File: config.mk
export PLATFORM = sky130hd
export DESIGN_NAME = fetch_unit
export DESIGN_NICKNAME = d
export VERILOG_FILES = /design/src/rtl/fetch_pkg.sv /design/src/rtl/fetch_queue.sv /design/src/rtl/fetch_unit.sv
export SDC_FILE = /design/constraint.sdc
export NUM_CORES = 1
export LEC_CHECK = 0
export BUFFER_PORTS_ARGS = -buffer_cell sky130_fd_sc_hd__buf_2
export CAP_MARGIN = 15
export CORE_MARGIN = 2
export CORE_UTILIZATION = 50
export CTS_CLUSTER_SIZE = 25
export DETAILED_ROUTE_END_ITERATION = 10
export GPL_ROUTABILITY_DRIVEN = 1
export HOLD_SLACK_MARGIN = 0.15
export PLACE_DENSITY = 0.73
export SLEW_MARGIN = 0
export SYNTH_ARGS = -nofsm -noshare
export SYNTH_HDL_FRONTEND = slang
export SYNTH_SLANG_ARGS = --single-unit
File: constraint.sdc
create_clock -name clk -period 4.1 [get_ports clk]
set_input_delay 0.205 -clock clk [delete_from_list [all_inputs] [get_ports clk]]
set_output_delay 0.205 -clock clk [all_outputs]
set_load 0.05 [all_outputs]
File: src/rtl/fetch_pkg.sv
// Shared types and constants for the dual-issue fetch front end.
package fetch_pkg;

  localparam int INSTR_W     = 32;
  localparam int ADDR_W      = 8;
  localparam int FETCH_BYTES = 8;
  localparam logic [ADDR_W-1:0] LAST_ADDR = 8'd255;
  // Address of the last full word in memory (252).
  localparam logic [ADDR_W-1:0] LAST_WORD = LAST_ADDR - 8'd3;

  typedef struct packed {
    logic [INSTR_W-1:0] instr;
    logic [ADDR_W-1:0]  pc;
  } q_entry_t;

  // Saturate a decode take request to 2 and to the number of valid slots.
  function automatic logic [1:0] clamp_take(input logic [1:0] take, input logic [1:0] avail);
    logic [1:0] t;
    t = (take == 2'd3) ? 2'd2 : take;
    return (t > avail) ? avail : t;
  endfunction

endpackage

File: src/rtl/fetch_queue.sv
// Circular instruction queue: 2-wide push, 2-wide peek, 0/1/2 pop and flush.
module fetch_queue
  import fetch_pkg::*;
#(
  parameter int QDEPTH = 4,
  localparam int PW = $clog2(QDEPTH),
  localparam int CW = $clog2(QDEPTH + 1)
) (
  input  logic           clk,
  input  logic           rst_n,
  input  logic           flush,
  input  logic [1:0]     pop_n,
  input  logic [1:0]     push_n,
  input  q_entry_t       push0,
  input  q_entry_t       push1,
  output logic [CW-1:0]  count,
  output logic [1:0]     peek_valid,
  output q_entry_t       peek0,
  output q_entry_t       peek1
);

  q_entry_t        mem_q [QDEPTH];
  q_entry_t        mem_d [QDEPTH];
  logic [PW-1:0]   head_q, head_d;
  logic [PW-1:0]   tail_q, tail_d;
  logic [CW-1:0]   count_q, count_d;

  // Next-state: pop from head, then append up to two entries at tail.
  always_comb begin
    mem_d   = mem_q;
    head_d  = head_q;
    tail_d  = tail_q;
    count_d = count_q;
    if (flush) begin
      head_d  = '0;
      tail_d  = '0;
      count_d = '0;
    end else begin
      head_d  = head_q + PW'(pop_n);
      tail_d  = tail_q + PW'(push_n);
      count_d = count_q - CW'(pop_n) + CW'(push_n);
      if (push_n != 2'd0) begin
        mem_d[tail_q] = push0;
      end else begin
        mem_d[tail_q] = mem_q[tail_q];
      end
      if (push_n == 2'd2) begin
        mem_d[tail_q + PW'(1'b1)] = push1;
      end else begin
        mem_d[tail_q + PW'(1'b1)] = mem_q[tail_q + PW'(1'b1)];
      end
    end
  end

  // Pointer and occupancy registers; reset empties the queue immediately.
  always_ff @(posedge clk or negedge rst_n) begin
    if (!rst_n) begin
      head_q  <= '0;
      tail_q  <= '0;
      count_q <= '0;
    end else begin
      head_q  <= head_d;
      tail_q  <= tail_d;
      count_q <= count_d;
    end
  end

  // Storage needs no reset: slots are only visible while counted.
  always_ff @(posedge clk) begin
    mem_q <= mem_d;
  end

  // Head peek; invalid slots read as zero.
  always_comb begin
    peek_valid = {count_q >= CW'(2), count_q != '0};
    peek0      = peek_valid[0] ? mem_q[head_q] : '0;
    peek1      = peek_valid[1] ? mem_q[head_q + PW'(1'b1)] : '0;
  end

  assign count = count_q;

endmodule

File: src/rtl/fetch_unit.sv
// Dual-issue fetch front end: PC register, halt logic and enqueue decision.
// Optional FETCH_ZERO_STOP_EN treats a fetched all-zero word as end of program.
module fetch_unit
  import fetch_pkg::*;
#(
  parameter int               QDEPTH   = 4,
  parameter logic [ADDR_W-1:0] RESET_PC = 8'h00
) (
  input  logic               clk,
  input  logic               rst_n,
  output logic [ADDR_W-1:0]  fetch_addr,
  input  logic [INSTR_W-1:0] instr1_in,
  input  logic [INSTR_W-1:0] instr2_in,
  output logic [1:0]         dec_valid,
  output logic [INSTR_W-1:0] dec_instr0,
  output logic [INSTR_W-1:0] dec_instr1,
  output logic [ADDR_W-1:0]  dec_pc0,
  output logic [ADDR_W-1:0]  dec_pc1,
  input  logic [1:0]         dec_take,
  input  logic               redirect_valid,
  input  logic [ADDR_W-1:0]  redirect_pc,
  output logic               fetch_halted
);

  localparam int CW = $clog2(QDEPTH + 1);
  localparam logic [CW-1:0]     DEPTH_C  = CW'(QDEPTH);
  localparam logic [ADDR_W-1:0] PAIR_END = LAST_WORD - 8'd4;

  logic [ADDR_W-1:0] pc_q, pc_d;
  logic              halted_q, halted_d;
  logic [CW-1:0]     count_s;
  logic [1:0]        avail_s, take_s, push_n_s;
  logic [CW-1:0]     free_s;
  logic              flush_s;
  q_entry_t          push0_s, push1_s, peek0_s, peek1_s;

  // Dequeue first, then size the free space seen by this edge's fetch.
  always_comb begin
    avail_s = (count_s >= CW'(2)) ? 2'd2 : count_s[1:0];
    take_s  = clamp_take(dec_take, avail_s);
    free_s  = DEPTH_C - (count_s - CW'(take_s));
  end

  // Enqueue decision; a pair is pushed whole or not at all except at 252.
  always_comb begin
    pc_d     = pc_q;
    halted_d = halted_q;
    flush_s  = 1'b0;
    push_n_s = 2'd0;
    push0_s  = '{instr: instr1_in, pc: pc_q};
    push1_s  = '{instr: instr2_in, pc: pc_q + 8'd4};
    if (redirect_valid) begin
      flush_s  = 1'b1;
      pc_d     = {redirect_pc[ADDR_W-1:2], 2'b00};
      halted_d = 1'b0;
    end else if (!halted_q) begin
      if (pc_q != LAST_WORD) begin
        if (free_s >= CW'(2)) begin
`ifdef FETCH_ZERO_STOP_EN
          if (instr1_in == 32'h0000_0000) begin
            halted_d = 1'b1;
          end else if (instr2_in == 32'h0000_0000) begin
            push_n_s = 2'd1;
            pc_d     = pc_q + 8'd4;
            halted_d = 1'b1;
          end else begin
            push_n_s = 2'd2;
            pc_d     = pc_q + ADDR_W'(FETCH_BYTES);
            halted_d = (pc_q == PAIR_END);
          end
`else
          push_n_s = 2'd2;
          pc_d     = pc_q + ADDR_W'(FETCH_BYTES);
          halted_d = (pc_q == PAIR_END);
`endif
        end else begin
          push_n_s = 2'd0;
        end
      end else begin
        if (free_s >= CW'(1)) begin
`ifdef FETCH_ZERO_STOP_EN
          if (instr1_in == 32'h0000_0000) begin
            halted_d = 1'b1;
          end else begin
            push_n_s = 2'd1;
            pc_d     = 8'd0;
            halted_d = 1'b1;
          end
`else
          push_n_s = 2'd1;
          pc_d     = 8'd0;
          halted_d = 1'b1;
`endif
        end else begin
          push_n_s = 2'd0;
        end
      end
    end else begin
      push_n_s = 2'd0;
    end
  end

  // PC and halt registers.
  always_ff @(posedge clk or negedge rst_n) begin
    if (!rst_n) begin
      pc_q     <= RESET_PC;
      halted_q <= 1'b0;
    end else begin
      pc_q     <= pc_d;
      halted_q <= halted_d;
    end
  end

  fetch_queue #(.QDEPTH(QDEPTH)) u_queue (
    .clk        (clk),
    .rst_n      (rst_n),
    .flush      (flush_s),
    .pop_n      (take_s),
    .push_n     (push_n_s),
    .push0      (push0_s),
    .push1      (push1_s),
    .count      (count_s),
    .peek_valid (dec_valid),
    .peek0      (peek0_s),
    .peek1      (peek1_s)
  );

  assign fetch_addr   = pc_q;
  assign fetch_halted = halted_q;
  assign dec_instr0   = peek0_s.instr;
  assign dec_pc0      = peek0_s.pc;
  assign dec_instr1   = peek1_s.instr;
  assign dec_pc1      = peek1_s.pc;

endmodule

Word level (Yosys, flattened, before mapping). Index checks and enable logic that the tools add are counted.

Reduce and logical (&&, ||, !) cells: 6. $add $sub $neg: 9. Bitwise logic cells: 4. Order comparisons: 10. Multiplexer cells: 47. Equality and inequality tests: 6.

Operators by type and width (count): 160-bit bitwise mux (4); 160-bit two-way mux (3); 40-bit two-way mux (12); 40-bit binary-select mux with 2-bit select (4); 40-bit demux with 2-bit select (2); 8-bit two-way mux (5); 2-bit two-way mux (9); 3-bit greater-or-equal comparator, second input constant (4); 2-bit inverter with 3-bit output (4); 8-bit by 3-bit adder with 8-bit output, second input constant (1); 8-bit by 4-bit adder with 8-bit output, second input constant (1); 8-bit equality test, second input constant (1); 8-bit inequality test, second input constant (1); 1-bit two-way mux (7); 3-bit by 2-bit greater-or-equal comparator with 1-bit output, second input constant (2); 3-bit by 1-bit less-than comparator with 1-bit output, second input constant (2); 3-bit nonzero test (2); 2-bit by 1-bit adder with 2-bit output, second input constant (2); 2-bit adder (2); 2-bit equality test, second input constant (2); 3-bit by 2-bit adder with 3-bit output (1); 3-bit by 1-bit greater-or-equal comparator with 1-bit output, second input constant (1); 3-bit two-way mux (1); 3-bit by 2-bit inequality test with 1-bit output, second input constant (1); other kinds (7) (8).

Register bits after elaboration: 176. Logic and storage cells: 95. Input port bits: 77. Output and inout port bits: 91.

Depth between registers and ports, before layout. Gate-level depths: netlist of the first run.

Depth in word-level cells: 16. Depth in mapped cells: 21. Mapped depth without buffers: 18.

Modules after synthesis. Synthesis of the first run repeated with hierarchy kept, for this count alone.

Cell total of the unflattened synthesis: 1247. Area, all modules: 14601.5 µm².

By module, submodules not included: fetch_queue (area each 13844.5 µm², seq. area each 4979.8 µm², cells each 1156, instances 1); fetch_unit (area each 757.0 µm², seq. area each 175.2 µm², cells each 91, instances 1).

Worst setup path after synthesis of the first run. No wires, ideal clock.

Kind: input-to-reg. From: input port redirect_valid. To: register pc_q[5] (netlist: fetch_addr[5]). Arrival time: 4.218 ns. Setup time: 0.066 ns. Data required time: 4.034 ns. Buffers on the path: 1. Stages: 4. Path slack: -0.184 ns. Cell sequence: clkbuf_1 > inv_1 > o311a_1 > a221o_1.

Cells in the longest elaborated chain, start to end: 2. Elaborated cells on any way between the ends: 5. Those cells by class: eq/ne: 2; mux: 1; reduce/logical: 2.

RTL lines: start, declared (RTL line fetch_unit.sv:20) `input logic redirect_valid,`; 3-bit by 2-bit inequality test with 1-bit output (no line) (tied with other cells); 3-bit AND reduction (no line); end signal, assigned (RTL line fetch_unit.sv:109) `pc_q <= pc_d;`; end, declared (RTL line fetch_unit.sv:29) `logic [ADDR_W-1:0] pc_q, pc_d;`.

Several ways; a longest one is shown, not always the timed one. A chain may end at the register's enable or synchronous reset.

Worst setup path in the final report of the first run.
From: register u_queue.count_q[1] (netlist: u_queue.count[1]). To: register u_queue.mem_q[108] (netlist name), data pin.

Cells in the longest elaborated chain, start to end: 16. Elaborated cells on any way between the ends: 20. Those cells by class: add/sub: 2; order compare: 4; eq/ne: 1; mux: 12; reduce/logical: 1.

RTL lines: start, declared (RTL line fetch_queue.sv:26) `logic [CW-1:0] count_q, count_d;`; start signal, assigned (RTL line fetch_queue.sv:64) `count_q <= count_d;`; 3-bit by 2-bit greater-or-equal comparator with 1-bit output (RTL line fetch_unit.sv:39) `avail_s = (count_s >= CW'(2)) ? 2'd2 : count_s[1:0];`; 2-bit two-way mux (RTL line fetch_unit.sv:39); 2-bit > comparator (RTL line fetch_pkg.sv:20) `return (t > avail) ? avail : t;`; 2-bit two-way mux (RTL line fetch_pkg.sv:20); 3-bit by 2-bit subtractor with 3-bit output (*) (RTL line fetch_unit.sv:41) `free_s = DEPTH_C - (count_s - CW'(take_s));`; 3-bit subtractor (*) (RTL line fetch_unit.sv:41); 3-bit by 1-bit greater-or-equal comparator with 1-bit output or 3-bit by 2-bit greater-or-equal comparator with 1-bit output (tied branches) (RTL line fetch_unit.sv:80, fetch_unit.sv:58); 1-bit two-way mux or 2-bit two-way mux (tied branches) (RTL line fetch_unit.sv:80, fetch_unit.sv:58); 2-bit two-way mux (*) (RTL line fetch_unit.sv:57) `if (pc_q != LAST_WORD) begin`; 2-bit two-way mux (*) (RTL line fetch_unit.sv:56) `end else if (!halted_q) begin`; 2-bit two-way mux (*) (RTL line fetch_unit.sv:52) `if (redirect_valid) begin`; 2-bit nonzero test (RTL line fetch_queue.sv:42) `if (push_n != 2'd0) begin`; 160-bit two-way mux (RTL line fetch_queue.sv:42); 160-bit two-way mux (RTL line fetch_queue.sv:34) `if (flush) begin`; 160-bit bitwise mux (on tied branches) (RTL line fetch_queue.sv:50, fetch_queue.sv:48); 160-bit two-way mux (*) (RTL line fetch_queue.sv:47) `if (push_n == 2'd2) begin`; end signal, assigned (RTL line fetch_queue.sv:70) `mem_q <= mem_d;`; end, declared (RTL line fetch_queue.sv:22) `q_entry_t mem_q [QDEPTH];`.

Every way passes the cells marked *; elsewhere a longest branch is shown, timed or not. The select of a mux whose other input is x is not followed.

==> results of run 1 <==
cell type report:
class                   count  area share
flip-flops and latches    174       0.290
diodes                      1    0.000141
repair buffers            252      0.0973
inverters                  14     0.00330
clock buffers              19      0.0243
well taps                 384      0.0270
multi-input cells         898       0.551
clock inverters            13     0.00654
what timing repair did:
item                       in CTS  in global routing
hold buffers                    7                  0
gates resized for setup        29                121
setup endpoints to repair     153                159
buffers inserted                2                  9
pin swaps                       6                 63
gates cloned                    2                  2
hold endpoints to repair       20                  0
cell usage in the layout, fill, tap and decap left out, types with 7 or more instances in the layout:
cell type | netlist | final
a211oi_1 | 8 | 8
a21oi_1 | 26 | 24
and2_1 | 41 | 41
buf_12 | 0 | 15
buf_2 | 6 | 163
buf_4 | 4 | 63
clkbuf_16 | 0 | 19
dfrtp_1 | 14 | 10
dlygate4sd3_1 | 0 | 7
edfxtp_1 | 160 | 160
ha_1 | 17 | 8
ha_4 | 0 | 7
inv_1 | 14 | 10
mux2i_1 | 73 | 39
mux2i_2 | 0 | 22
mux2i_4 | 0 | 12
mux4_2 | 160 | 160
nand2_1 | 9 | 9
nand2b_1 | 279 | 275
nor2_1 | 13 | 8
nor2b_1 | 54 | 54
nor3b_1 | 21 | 19
o21ai_1 | 0 | 9
o21ai_2 | 0 | 7
o221ai_1 | 135 | 79
o221ai_2 | 0 | 56
per-stage QoR:
step                area, µm²  instances  setup TNS [ns]  setup slack, ns   util
floorplan               14800       1217           -1.20          -0.0310      -
global placement        16300       1702          -0.922          -0.0434  0.565
detailed placement      16300       1702          -14.58           -0.189  0.565
CTS                     17100       1745           -1.04          -0.0462  0.594
global route            17800       1754          -40.51           -0.334  0.617
finish                  17800       1755          -19.87           -0.207  0.617
synth_stat cells, types with 8 or more instances:
cell type,number,area [µm²]
buf_1,11,41.3
mux2i_1,73,731
a21oi_1,26,130
nand2b_1,279,1750
nor2_1,13,48.8
dfrtp_1,14,350
o221ai_1,135,1180
nor3b_1,21,158
ha_1,17,213
clkbuf_1,107,402
edfxtp_1,160,4800
inv_1,14,52.6
mux4_2,160,3600
nand2_1,9,33.8
and2_1,41,257
o21ai_0,18,90.1
a211oi_1,8,60.1
nor2b_1,54,338
cells by family after synthesis:
group                      after synthesis  share of synthesized area
DFF                                    174                      0.349
other                                    1                   0.000254
adders and majority gates               19                     0.0171
xor gates and xnor gates                11                    0.00746
buffers and inverters                  145                     0.0400
and+or+nand+nor                        427                      0.179
AOI/OAI and AO/OA                      202                      0.110
muxes                                  237                      0.297
sequential cells by signal (all words and copies together), names as in the netlist:
name            count
fetch_addr          6
fetch_halted        1
u_queue.count       3
u_queue.head_q      2
u_queue.mem_q     160
u_queue.tail_q      2
routing by layer:
metal  track usage  part of all wire
met1         0.389              0.42
met2         0.423              0.49
met3        0.0465             0.072
met4        0.0795             0.023
met5             0           0.00031
worst paths after layout:
path,startpoint,to,slack (ns),cells past startpoint
setup / recovery,u_queue.count[1],u_queue.mem_q[108],-0.21,18
min in group asynchronous,rst_n,fetch_addr[7],0.21,2
setup reg to reg,u_queue.count[1],u_queue.mem_q[108],-0.21,18
max in group asynchronous,rst_n,u_queue.tail_q[0],3.60,2
hold / removal,redirect_valid,u_queue.count[2],0.20,2
hold reg to reg,u_queue.mem_q[159],u_queue.mem_q[159],0.68,2
==> results.sh, run 1 <==
export IMPL_status="complete, but fails checks"
export IMPL_violations="setup timing"
export IMPL_min_path_type="primary input to register"
export IMPL_viasPerCell=6.69
export IMPL_fin_crit_sh=1.05
export IMPL_gp_congestion=0.827
export IMPL_crit_family="adder cells"
export IMPL_critPathKind="register to register"
export IMPL_synth_avg_cell_area_um2=12.1
export IMPL_crit_buf_inv=4
export IMPL_cts_tree="done"
export IMPL_synth_ff_type="edfxtp_1"
export IMPL_cp_arrival_ns=4.45
export IMPL_fill_cells=2240
export IMPL_placementRows=62
export IMPL_clk_latency_ns=0.43
export IMPL_grt_overflow_total=0
export IMPL_slew_headroom=0.388
export IMPL_fin_crit_ns=4.31
export IMPL_die_width_um=176
export IMPL_clock_fmax_ghz=0.232
export IMPL_portBuffers=163
export IMPL_first_global_vias=11300
export IMPL_crit_chain="nor2_4 > inv_2 > nor2_4 > ha_4 > inv_4 > o22ai_4 > nor2_2 > a21oi_2 > ha_2 > fa_1 > ha_2 > xnor3_2 > a221oi_4 > or2_4 > clkbuf_16 > mux2i_1 > buf_4 > o221ai_2"
export IMPL_htreeDepth=4
export IMPL_io_pin_count=168
export IMPL_fin_nets=1453
export IMPL_drcViolationCount=0
export IMPL_hpwl_mm=24.7
export IMPL_synth_area_um2=14800
export IMPL_skew_ns=0.0131
export IMPL_wl_mm=42.5
export IMPL_grt_max_degree=99
export IMPL_grt_use_total=0.270
export IMPL_multi_input_comb_area_um2=9810
export IMPL_crit_path_start_kind="register"
export IMPL_cp_slowest_cell="fa_1"
export IMPL_cap_violations=0
export IMPL_grt_pass1_wl_mm=65.0
export IMPL_drtIter0Drc=1362
export IMPL_antenna_found_initial=2
export IMPL_numCtsBuffers=17
export IMPL_hold_violations=0
export IMPL_core_area_um2=28900
export IMPL_cts_root_buf="clkbuf_16"
export IMPL_finalSetupViolCount=152
export IMPL_fin_ws_ns=-0.207
export IMPL_cts_path_max_buffers=2
export IMPL_synthArstFlopShare=0.0805
export IMPL_die_area_um2=30900
export IMPL_start_util=0.511
export IMPL_yosys_warnings=0
export IMPL_routedWlPerCell_um=24.2
export IMPL_drv_slew=0
export IMPL_required_ns=4.24
export IMPL_area_growth_pct=20.7
export IMPL_ys_types=48
export IMPL_critPathMaxStageDelay_ns=0.54
export IMPL_synth_edff_count=160
export IMPL_drive_gt1_frac=0.415
export IMPL_clkSinkCount=174
export IMPL_netlist_instances=1216
export IMPL_path_clk_slew_ns=0.07
export IMPL_rsz0062_at_grt="true"
export IMPL_whs_ns=0.203
export IMPL_endpoint_kind="register"
export IMPL_max_slew_worst_pin_slew_ns=0.918
export IMPL_seq_area_frac_synth=0.349
export IMPL_vias=11700
export IMPL_synth_ff_latch_count=174
export IMPL_seqCellArea_um2=5170
export IMPL_ant_nets=0
export IMPL_cp_max_fo=7
export IMPL_die_h_um=176
export IMPL_drt_first_pass_iters=7
Power of run 1 is left out: the tool's default activity adds up to more than one toggle a clock period on the data nets, which glitch-free logic cannot reach.
==> run 2, diff against run 1 <==
REMOVE_ABC_BUFFERS = 1   (was default)
==> run 2 against run 1 <==
Compared with the run above:
- the run still ends with setup timing left
- global-route usage up 0.30 points
- flip-flop and latch count is the same
- routed wire length grew 1.8%
- register-to-register slack better by 0.04 ns
- via count up 0.49%
- critical path type unchanged
- critical endpoint is now u_queue.mem_q[94]
- largest cell class unchanged
- highest routed layer is now met4
==> results.sh, run 2 (same netlist as run 1, synthesis figures left out) <==
export IMPL_status="complete, but fails checks"
export IMPL_violations="setup timing"
export IMPL_vias=11800
export IMPL_critPathKind="register to register"
export IMPL_grt_use_total=0.273
export IMPL_cp_slowest_cell="fa_1"
export IMPL_hold_violations=0
export IMPL_max_slew_worst_pin_slew_ns=1.17
export IMPL_largest_register_ffs=160
export IMPL_path_clk_slew_ns=0.07
export IMPL_htreeDepth=4
export IMPL_drt_first_pass_iters=6
export IMPL_fin_nets=1453
export IMPL_drv_slew=0
export IMPL_crit_path_start_kind="register"
export IMPL_area_growth_pct=23.1
export IMPL_viasPerCell=6.72
export IMPL_skew_ns=0.0143
export IMPL_antenna_cells=0
export IMPL_largest_register="u_queue.mem_q"
export IMPL_antenna_found_initial=0
export IMPL_drive_gt1_frac=0.442
export IMPL_wl_mm=43.3
export IMPL_die_width_um=176
export IMPL_die_area_um2=30900
export IMPL_cts_path_max_buffers=2
export IMPL_slew_headroom=0.221
export IMPL_first_global_vias=11500
export IMPL_dp_worst_setup_slack_ns=-0.220
export IMPL_placementRows=62
export IMPL_rsz0062_at_grt="true"
export IMPL_grt_max_degree=77
export IMPL_fin_crit_ns=4.27
export IMPL_final_common_cell="nand2b_1"
export IMPL_hpwl_mm=25.1
export IMPL_required_ns=4.27
export IMPL_endpoint_kind="register"
export IMPL_fin_crit_sh=1.04
export IMPL_clock_fmax_ghz=0.234
export IMPL_clk_latency_ns=0.44
export IMPL_gp_congestion=0.813
export IMPL_clkSinkCount=174
export IMPL_cp_max_fo=7
export IMPL_final_cells=1754
export IMPL_core_area_um2=28900
export IMPL_drtIter0Drc=1326
export IMPL_crit_top_cell="ha_2"
export IMPL_placed_cells=1708
export IMPL_cts_tree="done"
export IMPL_numCtsBuffers=17
export IMPL_ant_nets=0
export IMPL_io_pin_count=168
export IMPL_min_path_type="primary input to register"
export IMPL_grt_pass1_wl_mm=65.7
export IMPL_cp_arrival_ns=4.43
export IMPL_drcViolationCount=0
export IMPL_mostFrequentLayoutCells="nand2b_1, buf_2, mux4_2, edfxtp_1, o221ai_2"
export IMPL_die_h_um=176
export IMPL_grt_overflow_total=0
export IMPL_critPathMaxStageDelay_ns=0.52
export IMPL_cap_violations=0
export IMPL_finalSetupViolCount=149
export IMPL_routedWlPerCell_um=24.7
export IMPL_fin_ws_ns=-0.168
export IMPL_portBuffers=163
export IMPL_start_util=0.511
export IMPL_crit_chain="nor2_4 > inv_1 > ha_4 > nor2_2 > o22ai_2 > nor2_1 > a21oi_2 > ha_2 > fa_1 > ha_2 > xnor3_2 > a2111oi_4 > or2_4 > buf_12 > mux2i_4 > buf_6 > o221ai_1"
export IMPL_cts_root_buf="clkbuf_16"
## run 2: changes by cell type in the layout (fill, tap and decap cells not counted), moves of 3 or more
cell	previous run	this run
inv_6	3	6
clkinv_1	3	0
mux2i_2	22	10
o221ai_1	79	42
o21ai_2	7	1
mux2i_4	12	26
o21ai_0	2	6
o221ai_2	56	93
## run 2: worst max-delay path, delay by kind of cell, from the launching register on
kind | cells | cell delay [ns]
and+or+nand+nor | 4 | 0.73
DFF | 1 | 0.41
adders and majority gates | 4 | 1.15
buffers and inverters | 3 | 0.42
AOI/OAI and AO/OA | 4 | 0.67
muxes | 1 | 0.27
xor gates and xnor gates | 1 | 0.32
## run 2: per-layer routing
layer  track usage  share of wire  vias up
met5             0              0        -
met4        0.0640          0.015        0
met3        0.0455          0.073       60
met2         0.441           0.50      598
met1         0.389           0.42     6036
li1              -              -     5099
## run 2: per-stage QoR
stage / TNS, ns / util / hold slack, ns / cell area [µm²]
2_1_floorplan: -637.07 / - / -0.0906 / 14200
3_3_place_gp: -4.54 / 0.565 / 0.135 / 16300
3_5_place_dp: -19.92 / 0.565 / 0.140 / 16300
4_1_cts: -3.87 / 0.600 / 0.208 / 17300
5_1_grt: -35.57 / 0.629 / 0.231 / 18200
6_report: -13.27 / 0.629 / 0.229 / 18200
## run 2: final timing paths
kind	slack [ns]	from	cells past startpoint	to
max	-0.17	u_queue.count[2]	17	u_queue.mem_q[94]
min	0.23	redirect_valid	2	u_queue.count[0]
max reg2reg	-0.17	u_queue.count[2]	17	u_queue.mem_q[94]
min reg2reg	0.71	u_queue.mem_q[159]	2	u_queue.mem_q[159]
max in group asynchronous	3.55	rst_n	2	u_queue.tail_q[0]
min in group asynchronous	0.24	rst_n	2	fetch_addr[5]
## run 2: area by class of cell
cell class,count,area (µm²)
tap,384,480
fill,2188,10700
inverter,14,57.6
clock buffer,18,429
timing repair buffer,252,1750
sequential,174,5170
multi-input combinational,898,10100
clock inverter,14,134
## run 2: what timing repair did
action	4_1_cts	5_1_grt
cloned	1	2
resized for setup	63	139
hold buffers	7	0
setup buffers	4	3
setup endpoints to repair	159	163
hold endpoints to repair	20	0
pin swaps	4	80
Power of run 2 is left out for the same reason.
==> run 3, diff against run 2 <==
PLACE_DENSITY = 0.7   (was 0.73)
clock period = 4.6 ns   (was 4.1 ns; I/O delays follow)
==> run 3 against run 2 <==
Compared with the run above:
- final area is 5.7% lower
- non-clock buffer count is 47 lower
- first-iteration DRC count fell by 1.7%
- worst hold slack improved by 0.0051 ns
- register-to-register slack better by 0.41 ns
- worst setup slack improved by 0.41 ns
- sequential share of layout area increased by 1.7 points
- the flow now finishes without violations
- die area unchanged
- clock skew up 0.00084 ns
- routed wire length is 3.2% lower
- global-route usage is 0.53 points lower
- flip-flop and latch count unchanged
==> results.sh, run 3 (same netlist as run 1, synthesis figures left out) <==
export IMPL_core_area_um2=28900
export IMPL_r2r_cells=18
export IMPL_portBuffers=163
export IMPL_r2r_end="u_queue.mem_q[137]"
export IMPL_finalSetupViolCount=0
export IMPL_grt_pass1_wl_mm=64.4
export IMPL_htreeDepth=4
export IMPL_hpwl_mm=24.4
export IMPL_cp_max_fo=14
export IMPL_max_slew_worst_pin_slew_ns=1.05
export IMPL_viasPerCell=6.75
export IMPL_cp_arrival_ns=4.49
export IMPL_largest_register="u_queue.mem_q"
export IMPL_fill_cells=2377
export IMPL_die_width_um=176
export IMPL_antenna_found_initial=3
export IMPL_routedWlPerCell_um=24.5
export IMPL_die_area_um2=30900
export IMPL_vias=11500
export IMPL_cap_violations=0
export IMPL_hold_violations=0
export IMPL_final_common_cell="nand2b_1"
export IMPL_fin_ws_ns=0.240
export IMPL_grt_overflow_total=0
export IMPL_mostFrequentLayoutCells="nand2b_1, buf_2, mux4_2, edfxtp_1, o221ai_1"
export IMPL_r2r_slack_ns=0.24
export IMPL_critPathKind="register to register"
export IMPL_status="finished, final reports clean"
export IMPL_first_global_vias=11200
export IMPL_drive_gt1_frac=0.346
export IMPL_path_clk_slew_ns=0.08
export IMPL_rsz0062_at_grt="false"
export IMPL_grt_max_degree=99
export IMPL_endpoint_kind="register"
export IMPL_slew_headroom=0.299
export IMPL_fin_crit_sh=0.948
export IMPL_io_pin_count=168
export IMPL_area_growth_pct=16.1
export IMPL_drcViolationCount=0
export IMPL_min_from="redirect_valid"
export IMPL_clk_latency_ns=0.44
export IMPL_ant_nets=0
export IMPL_grt_use_total=0.268
export IMPL_drt_first_pass_iters=6
export IMPL_final_cells=1708
export IMPL_drtIter0Drc=1304
export IMPL_dp_worst_setup_slack_ns=0.104
export IMPL_largest_register_ffs=160
export IMPL_cp_endpoint="u_queue.mem_q[137]"
export IMPL_required_ns=4.73
export IMPL_cts_path_max_buffers=2
export IMPL_numCtsBuffers=17
export IMPL_gp_congestion=0.824
export IMPL_wl_mm=41.9
export IMPL_fin_nets=1406
export IMPL_placementRows=62
export IMPL_skew_ns=0.0151
export IMPL_crit_path_start_kind="register"
export IMPL_drv_slew=0
export IMPL_cts_tree="done"
export IMPL_clkSinkCount=174
export IMPL_r2r_start="u_queue.count[2]"
export IMPL_placed_cells=1662
export IMPL_die_h_um=176
export IMPL_min_path_type="primary input to register"
export IMPL_fin_crit_ns=4.36
export IMPL_cts_root_buf="clkbuf_16"
export IMPL_clock_fmax_ghz=0.229
export IMPL_cp_startpoint="u_queue.count[2]"
export IMPL_start_util=0.511
==> run 3: changes by cell type in the layout (fill, tap and decap cells not counted), sizes merged <==
cell	change
diode	+1
buf	-47
clkbuf	-1
inv	+3
clkinvlp	-3
clkinv	+1
==> run 3: cell type report <==
cell class                      instances  area [µm²]  area share
Clock buffer                           17         425      0.0248
Clock inverter                         15         151     0.00884
Tap cell                              384         480      0.0281
Multi-Input combinational cell        898        9550       0.558
Timing Repair Buffer                  205        1290      0.0753
Sequential cell                       174        5170       0.302
Inverter                               14        57.6     0.00336
Antenna cell                            1        2.50    0.000146
==> run 3: worst min path at each step <==
stage,to,cells after the start
2_1_floorplan,fetch_addr[2],0
3_3_place_gp,fetch_addr[3],1
3_5_place_dp,fetch_addr[3],1
4_1_cts,u_queue.count[2],2
5_1_grt,u_queue.head_q[1],2
6_report,u_queue.count[2],2
==> run 3: timing repair <==
action / in CTS / in global routing
gates resized for setup: 0 / 83
hold endpoints to repair: 20 / 0
setup buffers: 0 / 3
setup endpoints to repair: 0 / 154
hold buffers: 7 / 0
==> run 3: stage by stage <==
stage / setup TNS (ns) / hold slack (ns) / instance area, µm² / utilization
floorplan: -525.26 / -0.0656 / 14200 / -
global placement: 0 / 0.166 / 15900 / 0.551
detailed placement: 0 / 0.172 / 15900 / 0.551
CTS: 0 / 0.210 / 16500 / 0.573
global route: 0 / 0.251 / 17100 / 0.594
finish: 0 / 0.234 / 17100 / 0.594
==> run 3: per-layer routing <==
metal | track usage | part of all wire | up-vias
met2 | 0.429 | 0.49 | 579
li1 | - | - | 5003
met4 | 0.0610 | 0.011 | 4
met1 | 0.389 | 0.43 | 5905
met5 | 0 | 0.00055 | -
met3 | 0.0398 | 0.076 | 41
==> run 3: critical path, cell delays in order (launching register included) <==
cell,delay (ns)
dfrtp_1,0.43
nor2_2,0.14
inv_1,0.07
nor2_1,0.14
ha_1,0.18
nor2_1,0.05
o22ai_1,0.16
nor2_1,0.06
a21oi_1,0.19
ha_1,0.21
fa_1,0.46
ha_1,0.22
xnor3_1,0.29
a221oi_4,0.40
buf_4,0.18
buf_8,0.21
mux2i_1,0.34
nand2b_1,0.15
o221ai_1,0.14
Power of run 3 is left out for the same reason.
